$ cat config.mk
export PLATFORM = sky130hd
export DESIGN_NAME = ctrl_req_arbiter
export DESIGN_NICKNAME = d
export VERILOG_FILES = /design/src/rtl/ctrl_req_arbiter.sv
export SDC_FILE = /design/constraint.sdc
export NUM_CORES = 1
export LEC_CHECK = 0
export CORE_AREA = 3 3 245 247
export CTS_BUF_LIST = sky130_fd_sc_hd__clkbuf_4 sky130_fd_sc_hd__clkbuf_8 sky130_fd_sc_hd__clkbuf_16
export DETAILED_ROUTE_END_ITERATION = 16
export DIE_AREA = 0 0 248 250
export SKIP_LAST_GASP = 1
export SLEW_MARGIN = 20
export SYNTH_ARGS = -nofsm -noshare
export SYNTH_HDL_FRONTEND = slang
export SYNTH_SLANG_ARGS = --single-unit
$ cat constraint.sdc
create_clock -name clk -period 4.7 [get_ports clk]
set_input_delay 1.41 -clock clk [delete_from_list [all_inputs] [get_ports clk]]
set_output_delay 1.41 -clock clk [all_outputs]
set_load 0.01 [all_outputs]
$ cat src/rtl/ctrl_req_arbiter.sv
// ctrl_req_arbiter: round-robin sharing of the controller command path with in-order read-data return routing
module ctrl_req_arbiter #(
  parameter int NUM_PORTS  = 4,
  parameter int ADDR_WIDTH = 32,
  parameter int DATA_WIDTH = 64,
  parameter int TAG_DEPTH  = 8
) (
  input  logic                             clk,
  input  logic                             rst,
  input  logic                             init_done,
  input  logic                             refresh_pend,
  input  logic [NUM_PORTS-1:0]             req_valid,
  input  logic [NUM_PORTS-1:0]             req_rw,
  input  logic [NUM_PORTS*ADDR_WIDTH-1:0]  req_addr,
  input  logic [NUM_PORTS*DATA_WIDTH-1:0]  req_wdata,
  output logic [NUM_PORTS-1:0]             req_ready,
  output logic                             cmd_valid,
  input  logic                             cmd_ready,
  output logic                             cmd_rw,
  output logic [ADDR_WIDTH-1:0]            cmd_addr,
  output logic [DATA_WIDTH-1:0]            cmd_wdata,
  output logic [$clog2(NUM_PORTS)-1:0]     cmd_port,
  input  logic                             rd_valid_in,
  input  logic [DATA_WIDTH-1:0]            rd_data_in,
  output logic [NUM_PORTS-1:0]             rd_valid,
  output logic [DATA_WIDTH-1:0]            rd_data,
  output logic                             tag_full,
  output logic                             tag_err
);
  localparam int PW = $clog2(NUM_PORTS);
  localparam int TW = $clog2(TAG_DEPTH);
  localparam logic [TW:0] FULL = (TW+1)'(TAG_DEPTH);
  typedef enum logic {ARB, ISSUE} state_t;
  state_t state_q, state_d;
  logic [PW-1:0] rr_ptr_q, rr_ptr_d, win_idx, cmd_port_q, cmd_port_d;
  logic [PW-1:0] tag_mem_q [TAG_DEPTH];
  logic [TW-1:0] wr_ptr_q, wr_ptr_d, rd_ptr_q, rd_ptr_d;
  logic [TW:0] count_q, count_d;
  logic [NUM_PORTS-1:0] elig, rd_valid_q, rd_valid_d;
  logic [ADDR_WIDTH-1:0] cmd_addr_q, cmd_addr_d;
  logic [DATA_WIDTH-1:0] cmd_wdata_q, cmd_wdata_d, rd_data_q, rd_data_d;
  logic cmd_rw_q, cmd_rw_d, tag_full_q, tag_full_d, tag_err_q, tag_err_d;
  logic win_found, accept, fire, push, pop;
  always_comb begin
    elig = '0;
    for (int p = 0; p < NUM_PORTS; p++)
      elig[p] = req_valid[p] & init_done & ~refresh_pend & (~req_rw[p] | (count_q != FULL));
    win_found = 1'b0;
    win_idx = '0;
    // Scan downward so the port closest to rr_ptr is the last, and winning, assignment
    for (int i = NUM_PORTS-1; i >= 0; i--)
      if (elig[(int'(rr_ptr_q) + i) % NUM_PORTS]) begin
        win_found = 1'b1;
        win_idx = PW'((int'(rr_ptr_q) + i) % NUM_PORTS);
      end
    accept = state_q == ARB && win_found;
    fire = state_q == ISSUE && cmd_ready;
    push = fire && cmd_rw_q;
    pop = rd_valid_in && count_q != '0;
    req_ready = accept ? NUM_PORTS'(1) << win_idx : '0;
    state_d = accept ? ISSUE : fire ? ARB : state_q;
    cmd_rw_d = accept ? req_rw[win_idx] : cmd_rw_q;
    cmd_addr_d = accept ? req_addr[win_idx*ADDR_WIDTH +: ADDR_WIDTH] : cmd_addr_q;
    cmd_wdata_d = accept ? req_wdata[win_idx*DATA_WIDTH +: DATA_WIDTH] : cmd_wdata_q;
    cmd_port_d = accept ? win_idx : cmd_port_q;
    rr_ptr_d = !fire ? rr_ptr_q : cmd_port_q == PW'(NUM_PORTS-1) ? '0 : cmd_port_q + PW'(1);
    wr_ptr_d = wr_ptr_q + TW'(push);
    rd_ptr_d = rd_ptr_q + TW'(pop);
    count_d = count_q + (TW+1)'(push) - (TW+1)'(pop);
    tag_full_d = count_d == FULL;
    rd_valid_d = pop ? NUM_PORTS'(1) << tag_mem_q[rd_ptr_q] : '0;
    rd_data_d = pop ? rd_data_in : rd_data_q;
    tag_err_d = tag_err_q | (rd_valid_in & ~pop);
  end
  always_ff @(posedge clk) begin
    if (rst) begin
      state_q <= ARB;
      rr_ptr_q <= '0;
      cmd_rw_q <= 1'b0;
      cmd_addr_q <= '0;
      cmd_wdata_q <= '0;
      cmd_port_q <= '0;
      wr_ptr_q <= '0;
      rd_ptr_q <= '0;
      count_q <= '0;
      tag_full_q <= 1'b0;
      rd_valid_q <= '0;
      rd_data_q <= '0;
      tag_err_q <= 1'b0;
    end else begin
      state_q <= state_d;
      rr_ptr_q <= rr_ptr_d;
      cmd_rw_q <= cmd_rw_d;
      cmd_addr_q <= cmd_addr_d;
      cmd_wdata_q <= cmd_wdata_d;
      cmd_port_q <= cmd_port_d;
      wr_ptr_q <= wr_ptr_d;
      rd_ptr_q <= rd_ptr_d;
      count_q <= count_d;
      tag_full_q <= tag_full_d;
      rd_valid_q <= rd_valid_d;
      rd_data_q <= rd_data_d;
      tag_err_q <= tag_err_d;
    end
  end
  always_ff @(posedge clk)
    if (push) tag_mem_q[wr_ptr_q] <= cmd_port_q;
  assign cmd_valid = state_q == ISSUE;
  assign cmd_rw = cmd_rw_q;
  assign cmd_addr = cmd_addr_q;
  assign cmd_wdata = cmd_wdata_q;
  assign cmd_port = cmd_port_q;
  assign rd_valid = rd_valid_q;
  assign rd_data = rd_data_q;
  assign tag_full = tag_full_q;
  assign tag_err = tag_err_q;
endmodule
After elaboration in Yosys (flattened, before gate mapping) --
Memory sizes are Yosys's and may differ from the RTL's. A register that Yosys moved wholly into a read port is not among the register bits. Index checks and enable logic that the tools add are counted.
Cells by class: multipliers 0, reduce and logical (&&, ||, !) cells 10, divide/modulo/power cells 0, $lt $le $gt $ge 5, add/sub/neg operators 8, shifts and indexed selects 4, bitwise logic cells 28, muxes and demuxes 28, eq/ne operators 3
Operators with widths (number):
- 256-bit by 9-bit variable part select with 64-bit output | 1
- 128-bit by 8-bit variable part select with 32-bit output | 1
- 1-bit two-way mux | 16
- 1-bit bitwise AND | 13
- 3-bit by 4-bit < comparator with 1-bit output (second input constant) | 3
- 1-bit binary-select mux with 2-bit select | 5
- 2-bit two-way mux | 5
- 2-bit OR reduction | 4
- 1-bit by 2-bit left shift with 4-bit output (first input constant) | 2
- 1-bit inverter | 7
- 3-bit by 1-bit adder with 3-bit output | 2
- 2-bit by 3-bit < comparator with 1-bit output (second input constant) | 2
- 1-bit bitwise OR | 5
- 2-bit by 1-bit adder with 2-bit output (second input constant) | 2
- 2-bit adder (second input constant) | 2
- 4-bit by 1-bit adder with 4-bit output | 1
- 4-bit equality test (second input constant) | 1
- 1-bit logical AND | 4
- 4-bit two-way mux | 1
- 4-bit != test (second input constant) | 1
- 4-bit nonzero test | 1
- 4-bit by 1-bit subtractor with 4-bit output | 1
- 1-bit bitwise AND (first input constant) | 3
- 3-bit two-way mux | 1
- other kinds (2) | 2
Word-level totals: latch bits 0, RAM bits 16, flip-flop bits (word level) 182, input bits 462, logic and storage cells 100, output and inout bits 174, memories kept 1, bits in read-only memories 0
Memories:
- tag_mem_q | words 8, width 2, read ports 1, clocked after memory_dff 1, wr ports 1, line 36 | logic [PW-1:0] tag_mem_q [TAG_DEPTH];

Longest topological paths before layout --
depth in word-level cells 12, mapped depth 14

Worst setup path before layout --
Ideal clock, no wire load.
path type input to output, start in req_rw[1], end out req_ready[2], cell stages on the path 9, arrival time 3080 ps, buffers on the path 3, path slack 210 ps, cells stage by stage nand4bb_1 -> and2_4 -> a221o_1 -> a221oi_2 -> buf_6 -> buf_12 -> buf_6 -> inv_2 -> nor3_1
On the way: word-level cells in the longest chain between the ends 12
Ends and longest elaborated chain:
- from (decl) | line 13 | input logic [NUM_PORTS-1:0] req_rw,
- 1-bit inverter * | line 47 | elig[p] = req_valid[p] & init_done & ~refresh_pend & (~req_rw[p] | (count_q != FULL));
- 1-bit bitwise OR * | line 47
- 1-bit bitwise AND * | line 47
- 1-bit binary-select mux with 2-bit select | line 52 | if (elig[(int'(rr_ptr_q) + i) % NUM_PORTS]) begin
- 1-bit two-way mux (not written as such) (2 in series) | line 52
- 2-bit two-way mux or 1-bit two-way mux (tied branches) (4 in series) | line 52
- 1-bit by 2-bit left shift with 4-bit output or 1-bit logical AND (tied branches) | line 60, 56
- 4-bit two-way mux * | line 60 | req_ready = accept ? NUM_PORTS'(1) << win_idx : '0;
- to (decl) | line 16 | output logic [NUM_PORTS-1:0] req_ready,
Mark *: on every way between the ends. The rest lies on a longest branch, timed or not. The select of a mux whose other input is x is not followed.

Worst setup path in the final report --
start in req_valid[2], end out req_ready[0]
On the way: word-level cells in the longest chain between the ends 12
Ends and longest elaborated chain:
- from (decl) | line 12 | input logic [NUM_PORTS-1:0] req_valid,
- 1-bit bitwise AND * (3 in series) | line 47
- 1-bit binary-select mux with 2-bit select | line 52
- 1-bit two-way mux (not written as such) (2 in series) | line 52
- 2-bit two-way mux or 1-bit two-way mux (tied branches) (4 in series) | line 52
- 1-bit by 2-bit left shift with 4-bit output or 1-bit logical AND (tied branches) | line 60, 56
- 4-bit two-way mux * | line 60
Marked as above.

==> key figures <==
Status
  • Result of the run: complete, no violations

Layout
  • Layout Cells excl Fill: ~2.4k
  • Reg area: 4120 sq um
  • Most frequent cells in the layout: clkdlybuf4s50_1, nand2_1, mux2i_1, dfxtp_1, o221ai_2
  • Design area: 18000 sq um
  • Filler cell count: 6026
  • Layout net count: 2073
  • Area growth syn-to-layout: 76.7%
  • Layout cells sized above 1: 12.8%
  • Area of the multi-input gates: 5400 sq um
  • Commonest non-fill, non-tap cell in the layout: clkdlybuf4s50_1

Min path
  • Worst Hold Class: reg2reg
  • Hold Path Origin: rd_data[61]

Worst setup path
  • Required time of the critical path: 3.29 ns
  • Worst Path Arrival: 3.23 ns
  • Setup crit start kind: input port
  • Worst reg2reg path depth: 10
  • CP Capture Type: output pin
  • Largest stage delay, worst path: 0.47 ns
  • Reg-to-Reg End: cmd_addr[5]
  • Flop2flop setup slack: 0.72 ns
  • Worst reg2reg path startpoint: count_q[2]
  • Crit-path cells: clkdlybuf4s50_1 -> a21bo_1 -> buf_4 -> a311o_2 -> buf_4 -> nor3_1 -> buf_2
  • Crit path to: req_ready[0]
  • Crit path max-delay cell type: clkdlybuf4s50_1
  • Most frequent CP cell: buf_4
  • Worst-path fanout max: 4
  • CP Class: in2out
  • CP startpoint: req_valid[2]

CTS
  • Setup Buffers After CTS: 0
  • TritonCTS clock tree: done
  • CTS sink count: 198
  • CTS root buf: clkbuf_16
  • Clk Latency, worst-skew pair: around 0.5 ns
  • H-tree Lvls: 4
  • TritonCTS Buffers: 17
  • CTS Buffer Depth: 2
  • Clock Pin Slew Worst Setup and Hold Paths: 0.08 ns

Placement
  • I/O Buffers: 635
  • RePlAce Congestion: between 0.8 and 0.9
  • DP Area: 17300 sq um
  • Dpl hpwl: 34700 um
  • Placed Cells: roughly 2.3k

Detailed routing
  • Antenna Nets Post-Route: 0
  • Drt wl/cell: 18.4 um
  • DR iter-0 viols: roughly 370
  • Total routed wirelength: 43900 um
  • Drt pass-1 iters: 4
  • Post-route DRC violation count: 0
  • Via count: 9804
  • Vias per inst: 4.12

STA
  • Unrepaired setup endpoints after global routing: true
  • Max_slew headroom: roughly a third
  • Tcrit/Tclk final: a little over nine tenths
  • Fin crit period: 4.64 ns
  • Slew at the pin closest to its max-slew limit: 0.973 ns
  • Clock skew: 0.0140 ns
  • Final setup viols: 0
  • Min Hold Slack: 0.454 ns
  • Max-slew violation count: 0
  • Max frequency: 215 MHz
  • Final Hold Viols: 0

Synthesis
  • Avg Inst Size Synth: approximately 10 sq um
  • Syn_nets: 1445
  • Async SR Flop Fraction: 0%
  • Post-Syn Area: 10200 sq um
  • Number of synthesized flops with an enable pin: 16
  • Yosys Warn Count: 0
  • Main synth FF type: dfxtp_1
  • Seq cells post-synth: approximately 200
  • Register area share after synthesis: 40.6%
  • Post-synthesis cell type count: 43
  • Synth Instances: 971

Floorplanning
  • I/O pins: 636
  • Die H: approximately 250 um
  • Die area: 62000 sq um
  • Starting Density: about 18%
  • Core Rows: slightly below 90
  • Horiz. Die Dim: between 200 and 250 um
  • Core footprint: 57800 sq um

GRT
  • Tot GR Track Use: 13.8%
  • Largest net degree at the start of global routing: between 100 and 150
  • Total congestion overflow: 0
  • First-pass GRT wire length: between 60000 and 70000 um
  • Initial antenna violation count: 2
  • Vias in the first global route: 10.2k

Pwr
  • Maximum VDD drop: 0.283 mV
  • Pwr Density: 312 nW/um^2
  • Lkg Pwr: 6.06 nW

Job
  • MaxCap Viol Count: 0
state kept, by name, indices dropped and copies added, names as in the netlist, 2 cells and up:
name       count
cmd_wdata     64
rd_data       64
count_q        4
rr_ptr_q       2
tag_mem_q     16
wr_ptr_q       3
cmd_port       2
cmd_addr      32
rd_valid       4
rd_ptr_q       3
cells by family after synthesis:
family                   count (synthesis)  share of synthesized area [%]
AND/OR/NAND/NOR                        288                           11.5
multiplexers                           202                           20.4
flip-flops                             198                           40.6
AO/OA/AOI/OAI                          181                           18.9
buffers and inverters                   86                           6.77
adder cells (fa/ha/maj)                 12                           1.55
XOR/XNOR                                 4                          0.345
routing by layer:
layer	wire length [um]	vias to the layer above	part of all wire, %	global-route usage (%)
met5	0	-	0	0
met4	926	0	2.1	4.84
met3	3280	46	7.5	4.19
met2	21900	341	50	23.7
met1	17800	4646	41	16.1
li1	-	4771	-	-
metrics by stage:
step | utilization [%] | TNS, ns | power (mW) | worst slack, ns
3_3_place_gp | 30.0 | -25.00 | 4.03 | -0.638
6_report | 31.1 | 0 | 5.61 | 0.0596
3_5_place_dp | 30.0 | -28.21 | 4.07 | -0.659
2_1_floorplan | - | 0 | 2.99 | 0.210
4_1_cts | 31.0 | 0 | 5.73 | 0.00671
5_1_grt | 31.1 | -0.0176 | 5.95 | -0.0125
layout make-up:
class                           count  share of cell area [%]
Tap cell                          765                    5.33
Clock inverter                     14                    1.02
Antenna cell                        3                  0.0418
Clock buffer                       18                    2.51
Timing Repair Buffer              686                    37.9
Multi-Input combinational cell    687                    30.1
Inverter                            9                   0.188
Sequential cell                   198                    23.0
report_power, final:
part           internal [mW]  switching, mW
registers               1.92          0.143
logic                   1.06          0.881
clock network          0.762          0.843
worst max-delay path: cells and delay by family:
family                 cells  cell delay, ns
buffers and inverters      4            0.96
AOI/OAI and AO/OA          2            0.69
and+or+nand+nor            1            0.16
cell usage after synthesis, types with 2 or more instances:
master	n	area (sq um)
clkbuf_1	30	113
buf_2	10	50.1
o21ai_0	2	10.0
dfxtp_1	182	3640
mux2i_1	197	1970
edfxtp_1	16	480
ha_1	11	138
nor2_1	25	93.8
buf_12	12	240
nand2b_1	5	31.3
or3_1	2	12.5
and3_1	2	12.5
o221ai_2	97	1460
inv_1	8	30.0
nor2b_1	7	43.8
bufbuf_8	7	131
xnor2_1	4	35.0
buf_1	11	41.3
nand2_1	235	882
a21oi_1	71	355
nand4bb_1	2	22.5
buf_6	7	78.8
mux4_2	4	90.1
nor3_1	5	25.0
how the worst min path moves through the flow:
stage,endpoint,slack [ns],depth (start not counted)
2_1_floorplan,rr_ptr_q[1],0.46,2
3_3_place_gp,rd_data[58],0.44,2
3_5_place_dp,cmd_addr[27],0.44,2
4_1_cts,rd_data[6],0.46,2
5_1_grt,rd_data[6],0.47,2
6_report,rd_data[61],0.45,2
what timing repair did:
action	4_1_cts	5_1_grt
gates resized for setup	22	4
hold buffers	0	0
pin swaps	3	2
endpoints found under the setup margin	5	4
No activity file was read; power rests on OpenSTA's default activity.
